==> config.mk <==
export PLATFORM = sky130hd
export DESIGN_NAME = uart_rx_flat
export DESIGN_NICKNAME = d
export VERILOG_FILES = /design/src/rtl/uart_pkg.sv /design/src/rtl/uart_rx_if.sv /design/src/rtl/uart_sync.sv /design/src/rtl/uart_rx.sv /design/src/flat_wrapper.sv
export SDC_FILE = /design/constraint.sdc
export NUM_CORES = 1
export LEC_CHECK = 0
export ABC_AREA = 1
export CAP_MARGIN = 25
export CORE_AREA = 4 4 60 62
export CTS_CLUSTER_DIAMETER = 80
export DETAILED_ROUTE_END_ITERATION = 6
export DIE_AREA = 0 0 64 66
export HOLD_SLACK_MARGIN = 0.12
export PLACE_DENSITY = 0.85
export SYNTH_ARGS = -nofsm -noshare
export SYNTH_HDL_FRONTEND = slang
export SYNTH_SLANG_ARGS = --single-unit
==> constraint.sdc <==
create_clock -name i_Clock -period 1.8 [get_ports i_Clock]
set_input_delay 0.36 -clock i_Clock [delete_from_list [all_inputs] [get_ports i_Clock]]
set_output_delay 0.36 -clock i_Clock [all_outputs]
set_load 0.02 [all_outputs]
==> src/rtl/uart_pkg.sv <==
// Shared UART definitions: FSM state encoding and parity polarity.
// The PARITY state exists only when UART_RX_PARITY_EN is defined.
package uart_pkg;

  localparam int DATA_BITS = 8;

  // Required XOR over data bits plus parity bit (even parity).
  localparam logic PARITY_EVEN = 1'b0;

`ifdef UART_RX_PARITY_EN
  typedef enum logic [2:0] {
    ST_IDLE,
    ST_START,
    ST_DATA,
    ST_PARITY,
    ST_STOP,
    ST_BREAK
  } uart_state_t;
`else
  typedef enum logic [2:0] {
    ST_IDLE,
    ST_START,
    ST_DATA,
    ST_STOP,
    ST_BREAK
  } uart_state_t;
`endif

  function automatic logic parity_bad(input logic [DATA_BITS-1:0] data, input logic par);
    return (^{data, par}) != PARITY_EVEN;
  endfunction

endpackage

==> src/rtl/uart_rx_if.sv <==
// Receiver output bundle; master = receiver, slave = byte consumer.
// o_Rx_Parity_Err exists only when UART_RX_PARITY_EN is defined.
interface uart_rx_if;
  logic       o_Rx_DV;
  logic [7:0] o_Rx_Byte;
  logic       o_Rx_Frame_Err;
  logic       o_Rx_Active;
`ifdef UART_RX_PARITY_EN
  logic       o_Rx_Parity_Err;

  modport master (output o_Rx_DV, o_Rx_Byte, o_Rx_Frame_Err, o_Rx_Active, o_Rx_Parity_Err);
  modport slave  (input  o_Rx_DV, o_Rx_Byte, o_Rx_Frame_Err, o_Rx_Active, o_Rx_Parity_Err);
`else
  modport master (output o_Rx_DV, o_Rx_Byte, o_Rx_Frame_Err, o_Rx_Active);
  modport slave  (input  o_Rx_DV, o_Rx_Byte, o_Rx_Frame_Err, o_Rx_Active);
`endif
endinterface

==> src/rtl/uart_sync.sv <==
// Two-flop synchroniser for an asynchronous single-bit input.
// Latency: 2 cycles. No backpressure; level signal only.
module uart_sync #(
  parameter logic RST_VAL = 1'b1
) (
  input  logic i_Clock,
  input  logic i_Rst_L,
  input  logic line,
  output logic line_s
);

  logic meta;

  always_ff @(posedge i_Clock) begin
    if (!i_Rst_L) begin
      meta   <= RST_VAL;
      line_s <= RST_VAL;
    end else begin
      meta   <= line;
      line_s <= meta;
    end
  end

endmodule

==> src/rtl/uart_rx.sv <==
// 8N1 UART receiver (8E1 with UART_RX_PARITY_EN): mid-bit sampling, errored frames flagged.
// Latency: byte valid 3 + HALF + (frame_bits-1)*CLKS_PER_BIT + 1 edges after the line falls.
// No backpressure: o_Rx_Byte holds until the next good frame, consumer must keep up.
module uart_rx
  import uart_pkg::*;
#(
  parameter int CLKS_PER_BIT = 2
) (
  input  logic     i_Clock,
  input  logic     i_Rst_L,
  input  logic     i_Rx_Serial,
  uart_rx_if.master rx
);

  localparam logic [7:0] HALF = 8'((CLKS_PER_BIT - 1) / 2);
  localparam logic [7:0] LAST = 8'(CLKS_PER_BIT - 1);

  uart_state_t           state;
  logic [7:0]            clk_cnt;
  logic [2:0]            bit_idx;
  logic [DATA_BITS-1:0]  shift;
  logic                  rx_s;
`ifdef UART_RX_PARITY_EN
  logic                  par_bad;
`endif

  uart_sync #(.RST_VAL(1'b1)) u_sync (
    .i_Clock (i_Clock),
    .i_Rst_L (i_Rst_L),
    .line    (i_Rx_Serial),
    .line_s  (rx_s)
  );

  always_ff @(posedge i_Clock) begin
    if (!i_Rst_L) begin
      state             <= ST_IDLE;
      clk_cnt           <= 8'd0;
      bit_idx           <= 3'd0;
      shift             <= '0;
      rx.o_Rx_DV        <= 1'b0;
      rx.o_Rx_Byte      <= 8'h00;
      rx.o_Rx_Frame_Err <= 1'b0;
      rx.o_Rx_Active    <= 1'b0;
`ifdef UART_RX_PARITY_EN
      rx.o_Rx_Parity_Err <= 1'b0;
      par_bad            <= 1'b0;
`endif
    end else begin
      rx.o_Rx_DV        <= 1'b0;
      rx.o_Rx_Frame_Err <= 1'b0;
`ifdef UART_RX_PARITY_EN
      rx.o_Rx_Parity_Err <= 1'b0;
`endif
      case (state)
        ST_IDLE: begin
          clk_cnt <= 8'd0;
          bit_idx <= 3'd0;
          if (!rx_s) state <= ST_START;
        end

        // A start bit that is high again at mid-period was a glitch.
        ST_START: begin
          if (clk_cnt == HALF) begin
            clk_cnt <= 8'd0;
            if (!rx_s) begin
              state          <= ST_DATA;
              rx.o_Rx_Active <= 1'b1;
            end else begin
              state <= ST_IDLE;
            end
          end else begin
            clk_cnt <= clk_cnt + 8'd1;
          end
        end

        ST_DATA: begin
          if (clk_cnt == LAST) begin
            clk_cnt        <= 8'd0;
            shift[bit_idx] <= rx_s;
            if (bit_idx == 3'd7) begin
              bit_idx <= 3'd0;
`ifdef UART_RX_PARITY_EN
              state   <= ST_PARITY;
`else
              state   <= ST_STOP;
`endif
            end else begin
              bit_idx <= bit_idx + 3'd1;
            end
          end else begin
            clk_cnt <= clk_cnt + 8'd1;
          end
        end

`ifdef UART_RX_PARITY_EN
        ST_PARITY: begin
          if (clk_cnt == LAST) begin
            clk_cnt <= 8'd0;
            par_bad <= parity_bad(shift, rx_s);
            state   <= ST_STOP;
          end else begin
            clk_cnt <= clk_cnt + 8'd1;
          end
        end
`endif

        ST_STOP: begin
          if (clk_cnt == LAST) begin
            clk_cnt        <= 8'd0;
            rx.o_Rx_Active <= 1'b0;
`ifdef UART_RX_PARITY_EN
            // Parity error wins; the stop bit only decides whether to wait out a break.
            if (par_bad) begin
              rx.o_Rx_Parity_Err <= 1'b1;
              state              <= rx_s ? ST_IDLE : ST_BREAK;
            end else
`endif
            if (rx_s) begin
              rx.o_Rx_Byte <= shift;
              rx.o_Rx_DV   <= 1'b1;
              state        <= ST_IDLE;
            end else begin
              rx.o_Rx_Frame_Err <= 1'b1;
              state             <= ST_BREAK;
            end
          end else begin
            clk_cnt <= clk_cnt + 8'd1;
          end
        end

        // A held-low line must return high before a new start bit is accepted.
        ST_BREAK: begin
          clk_cnt <= 8'd0;
          if (rx_s) state <= ST_IDLE;
        end

        default: state <= ST_IDLE;
      endcase
    end
  end

endmodule

==> src/flat_wrapper.sv <==
// flat-port wrapper written by rule: the top's interface ports become plain ports
module uart_rx_flat import uart_pkg::*;
#(
  parameter int CLKS_PER_BIT = 2
)
  (i_Clock, i_Rst_L, i_Rx_Serial, rx_o_Rx_DV, rx_o_Rx_Byte, rx_o_Rx_Frame_Err, rx_o_Rx_Active);
  uart_rx_if rx_i ();
  input  logic i_Clock;
  input  logic i_Rst_L;
  input  logic i_Rx_Serial;
  output wire logic [$bits(rx_i.o_Rx_DV)-1:0] rx_o_Rx_DV;
  output wire logic [$bits(rx_i.o_Rx_Byte)-1:0] rx_o_Rx_Byte;
  output wire logic [$bits(rx_i.o_Rx_Frame_Err)-1:0] rx_o_Rx_Frame_Err;
  output wire logic [$bits(rx_i.o_Rx_Active)-1:0] rx_o_Rx_Active;
  assign rx_o_Rx_DV = rx_i.o_Rx_DV;
  assign rx_o_Rx_Byte = rx_i.o_Rx_Byte;
  assign rx_o_Rx_Frame_Err = rx_i.o_Rx_Frame_Err;
  assign rx_o_Rx_Active = rx_i.o_Rx_Active;
  uart_rx #(.CLKS_PER_BIT(CLKS_PER_BIT)) u_core (.i_Clock(i_Clock), .i_Rst_L(i_Rst_L), .i_Rx_Serial(i_Rx_Serial), .rx(rx_i));
endmodule
After elaboration in Yosys (flattened, before gate mapping)
Index checks and enable logic that the tools add are counted.
Storage, ports and cells
  word-level logic and storage cells: 65
  bits of input ports: 3
  output and inout port bits: 11
  register bits after elaboration: 35
Cells by class
  $lt $le $gt $ge: 2
  muxes and demuxes: 24
  eq/ne operators: 13
  reduce and logical (&&, ||, !) cells: 14
  $add $sub $neg: 2
Operators by type and width (number)
  3-bit two-way mux: 9
  8-bit one-hot mux with 3 select lines: 1
  8-bit two-way mux: 2
  3-bit one-hot mux with 5 select lines: 1
  8-bit by 1-bit adder with 8-bit output, second input constant: 1
  8-bit bitwise mux: 1
  8-bit by 1-bit equality test with 1-bit output, second input constant: 1
  8-bit logical NOT: 1
  2-bit by 1-bit inequality test with 1-bit output, second input constant: 4
  3-bit by 2-bit equality test with 1-bit output, second input constant: 2
  3-bit equality test, second input constant: 2
  1-bit two-way mux: 6
  2-bit inequality test, second input constant: 3
  3-bit one-hot mux with 2 select lines: 1
  3-bit AND reduction: 2
  6-bit AND reduction: 1
  3-bit by 4-bit less-than comparator with 1-bit output, second input constant: 1
  2-bit AND reduction: 2
  4-bit AND reduction: 1
  2-bit nonzero test: 2
  2-bit OR reduction: 2
  3-bit by 1-bit adder with 3-bit output, second input constant: 1
  1-bit demux with 3-bit select: 1
  3-bit by 1-bit equality test with 1-bit output, second input constant: 1
  6 further kinds: 6

Longest topological paths before layout
  depth in word-level cells: 5
  depth in mapped cells: 10
  mapped depth without buffers: 9

By module
Synthesis repeated with hierarchy kept, for this count alone.
Second synthesis, totals
  cell total of the unflattened synthesis: 236
  area total of the unflattened synthesis: 1686.6 um2
By module, submodules not included
  uart_rx: instances 1, cells each 230, seq. area each 660.6 um2, area an instance 1631.6 um2
  uart_sync: instances 1, cells each 6, seq. area each 40.0 um2, area an instance 55.1 um2

Worst setup path after synthesis
OpenSTA, ideal clock, no wires.
  path kind: reg2reg
  from: reg u_core.bit_idx[0]
  to: reg u_core.state[0]
  buffers on the path: 0
  stages on the path, launching flop included: 10
  period minus slack after synthesis: 1.353 ns
  library setup time: 0.113 ns
  data required time: 1.687 ns
  data arrival time: 1.240 ns
  path slack: 0.447 ns
  cells stage by stage: dfxtp_1 -> ha_1 -> ha_1 -> inv_1 -> nand4_1 -> nand2_1 -> nor2_2 -> nand2_1 -> o21ai_1 -> inv_1
Between the ends
  longest elaborated chain between the ends: 3
RTL lines
  start: declaration: RTL line uart_rx.sv:20  | logic [2:0] bit_idx;
  start signal: assignment: RTL line uart_rx.sv:88  | bit_idx <= bit_idx + 3'd1;
  3-bit equality test: RTL line uart_rx.sv:80  | if (bit_idx == 3'd7) begin
  2-bit by 1-bit inequality test with 1-bit output (no source line)
  6-bit AND reduction (no source line)
  end signal: assignment: RTL line uart_rx.sv:69  | state <= ST_IDLE;
  end signal: assignment: RTL line uart_rx.sv:85  | state <= ST_STOP;
  end signal: assignment: RTL line uart_rx.sv:121  | state <= ST_IDLE;
  end: declaration: RTL line uart_rx.sv:18  | uart_state_t state;
Every way passes these cells.
A chain may end at the register's enable or synchronous reset.

Worst setup path in the final report
  from: reg u_core.rx.o_Rx_Byte[4]
  to: out rx_o_Rx_Byte[4]
RTL lines
  start: declaration: RTL line uart_rx_if.sv:14  | modport master (output o_Rx_DV, o_Rx_Byte, o_Rx_Frame_Err, o_Rx_Active);
  start signal: assignment: RTL line uart_rx.sv:119  | rx.o_Rx_Byte <= shift;
  end: declaration: RTL line flat_wrapper.sv:12  | output wire logic [$bits(rx_i.o_Rx_Byte)-1:0] rx_o_Rx_Byte;
No word-level cell between the ends.

==> reports/metrics.yaml <==
timing:
  drv_slew: 0
  tns_ns: 0
  rsz0062_at_grt: "no"
  fin_crit_sh: 0.930
  tightest_slew_ns: 0.242
  period_minus_slack_ns: 1.67
  fin_worst_skew_ns: 0.00958
  hold_viol_final: 0
  fmax_mhz: 597
  worst_hold_slack_ns: 0.428
  setup_viol: 0
  slew_headroom: 0.838
power_and_ir_drop:
  p_per_area_mw_per_mm2: 1010
  p_leak_nw: 0.757
  irDropWorstVdd_uv: 618
worst_setup_path:
  timing.rr.start: "u_core.clk_cnt[1]"
  cp-start-kind: "flop"
  critPathMaxStageDelay_ns: 0.61
  crit_required_ns: 1.44
  crit_slowest_cell: "clkdlybuf4s50_1"
  worstReg2RegEnd: "u_core.rx.o_Rx_Byte[6]"
  critPathArrivalTime_ns: 1.31
  cp_max_fo: 2
  rr_worst_depth: 7
  critPathCapture: "rx_o_Rx_Byte[4]"
  cp.depth: 1
  crit_chain: "clkdlybuf4s50_1"
  cp_top_family: "buffers and inverters"
  reg2reg_slack_ns: 0.28
  end_kind: "output port"
  critPathKind: "reg -> out"
  cp_num_buf_inv: 1
  startpoint: "u_core.rx.o_Rx_Byte[4]"
die:
  core_area_mm2: 0.00303
  die_h_um: 66
  rows: 20
  start_util: 0.546
  die_w_um: 64
  die-area_mm2: 0.00422
  io-pin-count: 14
flow_run:
  max_cap_violations: 0
worst_hold_path:
  hold_class: "reg -> reg"
  hp-start: "u_core.u_sync.meta"
placement:
  port_buffers: 13
  place.gp.congestion: 0.878
  dp_hpwl_um: 2210
synth:
  synth_area_leaders: "dfxtp_1, nand2_1, nor2_1"
  synth_top_area_share: 0.424
  synthArstFlopShare: 0
  synth_top_cells_by_count: "nand2_1, dfxtp_1, nor2_1"
  synth_edf_count: 0
  ys_dominant_reg_cell: "dfxtp_1"
  synth.distinct_cells: 27
  synth_cells: 229
  syn_nets: 237
  yosysTopAreaCell: "dfxtp_1"
  yosysMostFrequentCell: "nand2_1"
  avgSynthCellArea_um2: 7.22
  synth_warnings: 0
  syn_area_mm2: 0.00165
  seq_area_frac_synth: 0.424
  ys_ff_latch: 35
clock_network:
  cts_root_buffer: "clkbuf_4"
  clock_latency_ns: 0.35
  htreeDepth: 2
  clock_path_buffers: 2
  cts_buffers: 5
  post_cts_resized: 0
  cts_tree: "done"
  cts_hold_buf: 0
  cts_setup_buffers: 0
  clock_sinks: 35
  cts.clk_slew.worst_paths_ns: 0.11
status:
  status: "complete, no violations"
route:
  num_vias: 1400
  drt_iter0_markers: 63
  ant_nets: 0
  wirelength_um: 3010
  drc: 0
  wl_per_cell_um: 10.3
  firstDrtPassIters: 4
  via_per_inst: 4.79
finish:
  drive_above_1_share: 0.101
  fillers: 258
  synthToLayoutAreaGrowth_pct: 16.7
  num-nets-final: 255
  num_antenna_cells: 0
global_route:
  grt_max_degree: 17
  first_global_vias: 1306
  grt_use_total: 0.168
  grt_pass1_wl_um: 5490
  grt.overflow.total: 0
  antenna_found_initial: 0
==> worst reg2reg max path, delay by kind of cell (launching register included) <==
family                   cells  cell delay [ns]
AND/OR/NAND/NOR              3             0.52
AO/OA/AOI/OAI                2             0.31
flip-flops                   1             0.34
adder cells (fa/ha/maj)      1             0.16
buffers and inverters        1             0.09
==> cell type report <==
cell class	count	area, um^2	area share
Inverter	32	123	0.0636
Tap cell	44	55.1	0.0286
Clock inverter	2	60.1	0.0311
Timing Repair Buffer	16	153	0.0792
Multi-Input combinational cell	157	796	0.413
Sequential cell	35	701	0.363
Clock buffer	6	41.3	0.0214
==> worst min-delay path by stage <==
stage / to / slack, ns / cells past startpoint
2_1_floorplan: u_core.u_sync.line_s / 0.39 / 1
3_3_place_gp: u_core.u_sync.line_s / 0.40 / 1
3_5_place_dp: u_core.u_sync.line_s / 0.41 / 1
4_1_cts: u_core.u_sync.line_s / 0.43 / 1
5_1_grt: u_core.u_sync.line_s / 0.44 / 1
6_report: u_core.u_sync.line_s / 0.43 / 1
==> power breakdown <==
part | total, mW | internal (mW) | switching, mW
Sequential | 0.862 | 0.810 | 0.0525
Combinational | 0.382 | 0.134 | 0.248
Clock | 0.699 | 0.433 | 0.266
Total | 1.94 | 1.38 | 0.566
==> metrics by stage <==
step | std cells | instance area (um^2) | util | setup slack [ns] | total power, mW
6_report | 292 | 1930 | 0.637 | 0.126 | 1.94
5_1_grt | 292 | 1930 | 0.637 | 0.0682 | 2.07
3_3_place_gp | 284 | 1830 | 0.603 | 0.316 | 1.25
4_1_cts | 292 | 1930 | 0.637 | 0.0958 | 1.96
2_1_floorplan | 229 | 1650 | - | 0.447 | 1.18
3_5_place_dp | 284 | 1830 | 0.603 | 0.297 | 1.26
==> flip-flops by register name, summed over array words and instances (netlist names) <==
register                  cells
u_core.rx.o_Rx_DV             1
u_core.shift                  8
u_core.u_sync.meta            1
u_core.state                  3
u_core.bit_idx                3
u_core.rx.o_Rx_Byte           8
u_core.rx.o_Rx_Frame_Err      1
u_core.rx.o_Rx_Active         1
u_core.clk_cnt                8
u_core.u_sync.line_s          1
==> metal layers <==
layer  global-route usage  routed length (um)  vias up
met2                0.281                1370       17
met4               0.0943                  74        0
met3               0.0459                 102        8
li1                     -                   -      758
met1                0.194                1470      617
met5                    0                   0        -
==> cells in the final DEF, fill, tap and decap left out <==
master and n:
o21ai_1 1, nand4_1 1, nor2_2 5, buf_4 3, clkbuf_4 5, a21oi_1 23, nor3_1 1, clkbuf_1 1
nand2_2 2, inv_1 30, or2_1 1, bufinv_16 2, nand3_1 20, or2_2 2, nor4_1 1, clkdlybuf4s50_1 13
nor2_1 32, inv_2 1, dfxtp_1 35, nand3_2 2, nand2_1 40, inv_4 1, nand2_4 1, ha_1 5
nor2_4 1, nand3b_1 1, o21ai_0 12, xor2_1 6
==> cell families after synthesis <==
kind of cell | share of synthesized area
XOR/XNOR | 0.0318
flip-flops | 0.424
AO/OA/AOI/OAI | 0.109
AND/OR/NAND/NOR | 0.303
buffers and inverters | 0.0946
adder cells (fa/ha/maj) | 0.0379
(Power assumes the default switching activity.)
